### src/rtl/xor_arb_ctrl.sv
// -----------------------------------------------------------------------------
// xor_arb_ctrl
//
// Two-requester round-robin arbiter in front of a single registered XOR unit.
// A request seen in IDLE captures the winner's operands and pulses that
// requester's grant for one cycle. The following cycle computes f = a ^ b.
// The result is then held until the consumer acknowledges it.
//
// Build option:
//   XOR_ARB_PARITY_EN  - adds output 'par', the XOR-reduction of f. It is
//                        registered together with f.
//
// Parameters:
//   WIDTH    operand / result width in bits (default 16)
//
// Ports:
//   clk      sole clock, rising edge
//   rst_n    asynchronous active-low reset
//   req0/1   operation request from requester 0 / 1
//   a0, b0   operands of requester 0
//   a1, b1   operands of requester 1
//   f_ack    consumer accepts the current result
//   gnt0/1   one-cycle grant pulse; the operands have been captured
//   f        registered result; retains its value after f_valid clears
//   f_valid  f and f_id hold a valid result
//   f_id     index of the requester that owns f
//   busy     high whenever the FSM is not IDLE
//   par      (XOR_ARB_PARITY_EN only) ^f, registered with f
// -----------------------------------------------------------------------------
module xor_arb_ctrl #(
  parameter int unsigned WIDTH = 16
) (
  input  logic             clk,
  input  logic             rst_n,
  input  logic             req0,
  input  logic             req1,
  input  logic [WIDTH-1:0] a0,
  input  logic [WIDTH-1:0] b0,
  input  logic [WIDTH-1:0] a1,
  input  logic [WIDTH-1:0] b1,
  input  logic             f_ack,
  output logic             gnt0,
  output logic             gnt1,
  output logic [WIDTH-1:0] f,
  output logic             f_valid,
  output logic             f_id,
  output logic             busy
`ifdef XOR_ARB_PARITY_EN
  ,
  output logic             par
`endif
);

  localparam logic [1:0] ST_IDLE = 2'd0;
  localparam logic [1:0] ST_EXEC = 2'd1;
  localparam logic [1:0] ST_HOLD = 2'd2;

  logic [1:0]       state;
  logic [WIDTH-1:0] opa;
  logic [WIDTH-1:0] opb;
  logic             op_id;
  // Id of the requester whose result was last acknowledged.
  // Reset to 1 so that requester 0 wins the first tie.
  logic             rr_last;

  logic             any_req;
  logic             pick1;
  logic [WIDTH-1:0] xor_res;

  always_comb begin
    any_req = req0 | req1;
    // Requester 1 wins when it is the only requester.
    // It also wins a tie when requester 0 was served last.
    pick1   = req1 & (~req0 | ~rr_last);
    xor_res = opa ^ opb;
  end

  assign busy = (state != ST_IDLE);

  always_ff @(posedge clk or negedge rst_n) begin
    if (!rst_n) begin
      state   <= ST_IDLE;
      opa     <= '0;
      opb     <= '0;
      op_id   <= 1'b0;
      rr_last <= 1'b1;
      gnt0    <= 1'b0;
      gnt1    <= 1'b0;
      f       <= '0;
      f_valid <= 1'b0;
      f_id    <= 1'b0;
`ifdef XOR_ARB_PARITY_EN
      par     <= 1'b0;
`endif
    end else begin
      // Grants are single-cycle pulses. They are re-raised only at the
      // IDLE edge that accepts a request.
      gnt0 <= 1'b0;
      gnt1 <= 1'b0;
      case (state)
        ST_IDLE: begin
          if (any_req) begin
            opa   <= pick1 ? a1 : a0;
            opb   <= pick1 ? b1 : b0;
            op_id <= pick1;
            gnt0  <= ~pick1;
            gnt1  <= pick1;
            state <= ST_EXEC;
          end
        end
        ST_EXEC: begin
          f       <= xor_res;
          f_id    <= op_id;
          f_valid <= 1'b1;
`ifdef XOR_ARB_PARITY_EN
          par     <= ^xor_res;
`endif
          state   <= ST_HOLD;
        end
        ST_HOLD: begin
          // The round-robin pointer advances only on acknowledge.
          // An abandoned operation therefore never shifts priority.
          if (f_ack) begin
            f_valid <= 1'b0;
            rr_last <= f_id;
            state   <= ST_IDLE;
          end
        end
        default: state <= ST_IDLE;
      endcase
    end
  end

endmodule

### config.mk
export PLATFORM = sky130hd
export DESIGN_NAME = xor_arb_ctrl
export DESIGN_NICKNAME = d
export VERILOG_FILES = /design/src/rtl/xor_arb_ctrl.sv
export SDC_FILE = /design/constraint.sdc
export NUM_CORES = 1
export LEC_CHECK = 0
export ABC_AREA = 1
export CAP_MARGIN = 20
export CORE_ASPECT_RATIO = 1.2
export CORE_MARGIN = 2
export CORE_UTILIZATION = 46
export DETAILED_ROUTE_END_ITERATION = 10
export HOLD_SLACK_MARGIN = 0.05
export PLACE_DENSITY = 0.83
export SLEW_MARGIN = 40
export SYNTH_ARGS = -nofsm -noshare
export SYNTH_HDL_FRONTEND = slang
export SYNTH_SLANG_ARGS = --single-unit
### constraint.sdc
create_clock -name clk -period 1.5 [get_ports clk]
set_input_delay 0.225 -clock clk [delete_from_list [all_inputs] [get_ports clk]]
set_output_delay 0.225 -clock clk [all_outputs]
set_load 0.03 [all_outputs]
Yosys cells after proc, flatten, opt, wreduce, memory -nomap -nowiden:

Index checks and enable logic that the tools add are counted.

* register bits: 56
* bits of input ports: 69
* output and inout port bits: 21
* logic and storage cells: 39

* equal/unequal tests: 4
* muxes and demuxes: 11
* bitwise logic cells: 7
* reduce and logical (&&, ||, !) cells: 7

Operators by type and width (number)
* 16-bit two-way mux: 2
* 16-bit bitwise XOR: 1
* 2-bit AND reduction: 4
* 2-bit case mux with 3 select lines: 1
* 1-bit two-way mux: 5
* 2-bit two-way mux: 2
* 2-bit != test, second input constant: 2
* 2-bit nonzero test: 2
* 1-bit inverter: 3
* 2-bit by 1-bit equality test with 1-bit output, second input constant: 1
* 2-bit equality test, second input constant: 1
* 2-bit logical NOT: 1
* 1-bit bitwise OR: 2
* 1-bit case mux with 2 select lines: 1
* 1-bit bitwise AND: 1

Logic depth before layout (Yosys ltp):

* depth after elaboration: 6
* mapped depth: 7
* mapped depth without buffers: 6

Worst setup path after synthesis:

No wires, ideal clock.

* path kind: register to register
* start: register state[1]
* end: register opa[0]
* library setup time: 0.116 ns
* data arrival time: 1.083 ns
* data required time: 1.384 ns
* setup slack: 0.301 ns
* stages on the path, launching flop included: 8
* path buffers: 1
* period minus slack after synthesis: 1.199 ns
* cell sequence: dfrtp_1 > inv_1 > nand2_2 > nor2_8 > inv_4 > buf_6 > nand2_1 > nand2_1

* cells in the longest elaborated chain, start to end: 2

Ends and longest elaborated chain
* start, declared: line 58 `logic [1:0] state;`
* start signal, assigned: line 82 `state <= ST_IDLE;`
* start signal, assigned: line 108 `state <= ST_EXEC;`
* start signal, assigned: line 118 `state <= ST_HOLD;`
* 2-bit logical NOT: line 100 `case (state)`
* 2-bit AND reduction (no source line)
* end signal, assigned: line 103 `opa <= pick1 ? a1 : a0;`
* end, declared: line 59 `logic [WIDTH-1:0] opa;`

No other way between the ends.
A chain may end at the register's enable or synchronous reset.

Worst setup path in the final report:

* start: register f[6]
* end: output f[6]

RTL lines
* start, declared: line 44 `output logic [WIDTH-1:0] f,`
* start signal, assigned: line 112 `f <= xor_res;`

No word-level cell between the ends.

==> results.toml <==
[timing]
slew_headroom_pct = 76.4
worst_slew_pin_slew_ns = 0.356
max_freq_mhz = 747
hold_violations = 0
rsz0062_at_grt = "no"
fin_crit_ns = 1.34
whs_ns = 0.434
setup_ws_ns = 0.160
finalSetupTns_ns = 0
min_period_over_period_pct = 89.3
worst_clock_skew_ns = 0.00862
slew_viol_final = 0
setup_viol = 0

[placement]
gp_congestion = 0.748
placed_cell_area_sq_um = 3760
dpl_worst_slack_ns = -0.127
place_hpwl_microns = 4660
placedCellCount = 502
io_buffers = 89

[synthesis]
syn_inst = 338
synth.area.top_cells = "dfrtp_1 50%, nand2_1 22%, nand3_1 6.0%"
yosysTopAreaCell = "dfrtp_1"
ys_seq_elements = 56
synth-xor-area-share_pct = 5.10
synth.net_count = 407
synth_top_family_by_area = "simple AND/OR/NAND/NOR gates"
synth.top_cell.area_share_pct = 50.0
netlist_area_sq_um = 2750
synth.yosys.seq_area_share_pct = 51.0
synthAdderAreaFrac_pct = 0
synth_simple_gate_area_share_pct = 32.8
synthMostInstantiatedCell = "nand2_1"
synth_edf_count = 0
synth_ff_type = "dfrtp_1"
syn_area_per_cell_sq_um = 8.14
yosysUniqueCellTypes = 19
async_reset_ff_share_pct = 100
synthTopCellsByCount = "162 x nand2_1, 55 x dfrtp_1, 33 x nand3_1, 19 x o21ai_0, 16 x xnor2_1"
synth_compound_area_share_pct = 4.05
ys_warn_count = 0
synth_mux_area_share_pct = 0

[routing]
wl_per_cell_microns = 12.6
vias = 2481
totalWireLength_microns = 6450
drt_iter0_markers = 141
firstDrtPassIters = 5
ant_nets = 0
vias_per_cell = 4.86
drc = 0

[worst_hold_path]
hold_class = "in2async"

[global_routing]
antenna_found_initial = 0
track_usage_pct = 21.5
grt_pass1_vias = 2423
grt_pass1_wl_microns = 10900
grt_max_degree = 57
overflow = 0

[run]
maxCapViolCount = 0

[critical_path]
reg2reg_from = "state[1]"
reg2reg_slack_ns = 0.20
start_kind = "register"
crit_slowest_cell = "dlygate4sd2_1"
cp_top_family = "buffers and inverters"
worst-path-buf-inv = 1
critical_path.max_fanout = 2
cp.arrival_ns = 1.11
path_class = "reg2out"
r2r_end = "opa[10]"
worst_r2r_path_depth = 7
critPathMaxStageDelay_ns = 0.43
worstPathCellList = "dlygate4sd2_1"
critPathCaptureType = "output pin"
required_ns = 1.27

[finish]
area_delta_synth_final_pct = 39.8
drive_gt1_share_pct = 7.19
fin_util_pct = 67.4
fin_nets = 499
final_cell_count_no_fill = 511
num-fill-cells = 502
fin_area_sq_um = 3840
antenna_cells = 0

[floorplan]
die_height_microns = 88.7
pin_count = 90
coreArea_sq_um = 5710
die_area_sq_um = 6620
die_w_microns = 74.6
core.rowCount = 30
start_util_pct = 48.2

[clock_tree]
htreeDepth = 2
cts_sinks = 56
cts_buffers = 5
cts_buffer_depth = 2
cts.clk_slew.worst_paths_ns = 0.10
cts_tree = "built"
clk_latency_ns = 0.30
cts-root-buf = "clkbuf_8"

[pwr]
leakagePower_nw = 1.94
p_per_area_nw_per_um2 = 1820
totalPowerFinal_mw = 6.99
ir_worst_vdd_mv = 0.840

[outcome]
status = "finished, final reports clean"
[final cells by class]
| class | instances | area [sq um] | share of cell area [%] |
|---|---|---|---|
| clock buffer | 6 | 72.6 | 1.89 |
| clock inverter | 2 | 35.0 | 0.911 |
| inverter | 15 | 58.8 | 1.53 |
| multi-input combinational | 248 | 1150 | 30.0 |
| sequential | 56 | 1400 | 36.5 |
| tap | 80 | 100 | 2.60 |
| timing repair buffer | 104 | 1020 | 26.6 |
[where the power goes]
| group | total, mW | switching [mW] | leakage [nW] | internal [mW] |
|---|---|---|---|---|
| logic | 3.31 | 1.96 | 1.20 | 1.36 |
| registers | 2.71 | 0.457 | 0.691 | 2.25 |
| clock network | 0.969 | 0.472 | 0.0552 | 0.496 |
| total | 6.99 | 2.89 | 1.94 | 4.10 |
[layout by cell type, fill, tap and decap left out, drive strengths merged]
cell,count
nand2,165
clkdlybuf4s50,67
dfrtp,55
nand3,33
dlygate4sd2,20
o21ai,19
xnor2,16
inv,15
buf,15
nand3b,10
clkbuf,7
nor2,3
a21oi,1
o21bai,1
bufinv,1
clkinv,1
dlygate4sd3,1
dfstp,1
[layer usage]
| metal | GRT usage [%] | wire length, microns |
|---|---|---|
| met1 | 28.1 | 2660 |
| met3 | 4.21 | 408 |
| met4 | 5.19 | 78 |
| met5 | 0 | 0 |
| met2 | 36.8 | 3300 |
[worst reg2reg max path: cells and delay by family (launching register included)]
family / cells / cell delay, ns
AND/OR/NAND/NOR: 4 / 0.37
flip-flops: 1 / 0.41
buffers and inverters: 3 / 0.40
[registers in the layout, indices dropped and copies added, names as in the netlist, 2 cells and up]
signal / count
f: 16
opa: 16
state: 2
opb: 16
[how the worst max path moves through the flow]
stage,endpoint,slack [ns],depth (start not counted),start
final,f[6],0.16,1,f[6]
after global placement,opb[0],-0.08,6,req1
after global routing,opb[4],0.08,6,req1
after detailed placement,opa[10],-0.13,6,req1
after floorplan,opa[0],0.30,7,state[1]
after CTS,busy,0.05,3,state[1]
[what timing repair did]
item | CTS | global route
setup buffers | 0 | 0
setup endpoints to repair | 21 | 1
hold endpoints to repair | 55 | 0
hold buffers | 1 | 0
resized for setup | 21 | 2
[cell families (layout without fill, tap and decap cells)]
family | Yosys count | count (layout)
flops | 56 | 56
simple gates | 211 | 211
xor+xnor | 16 | 16
compound gates | 21 | 21
buf+inv | 34 | 127
No activity file was read; power rests on OpenSTA's default activity.
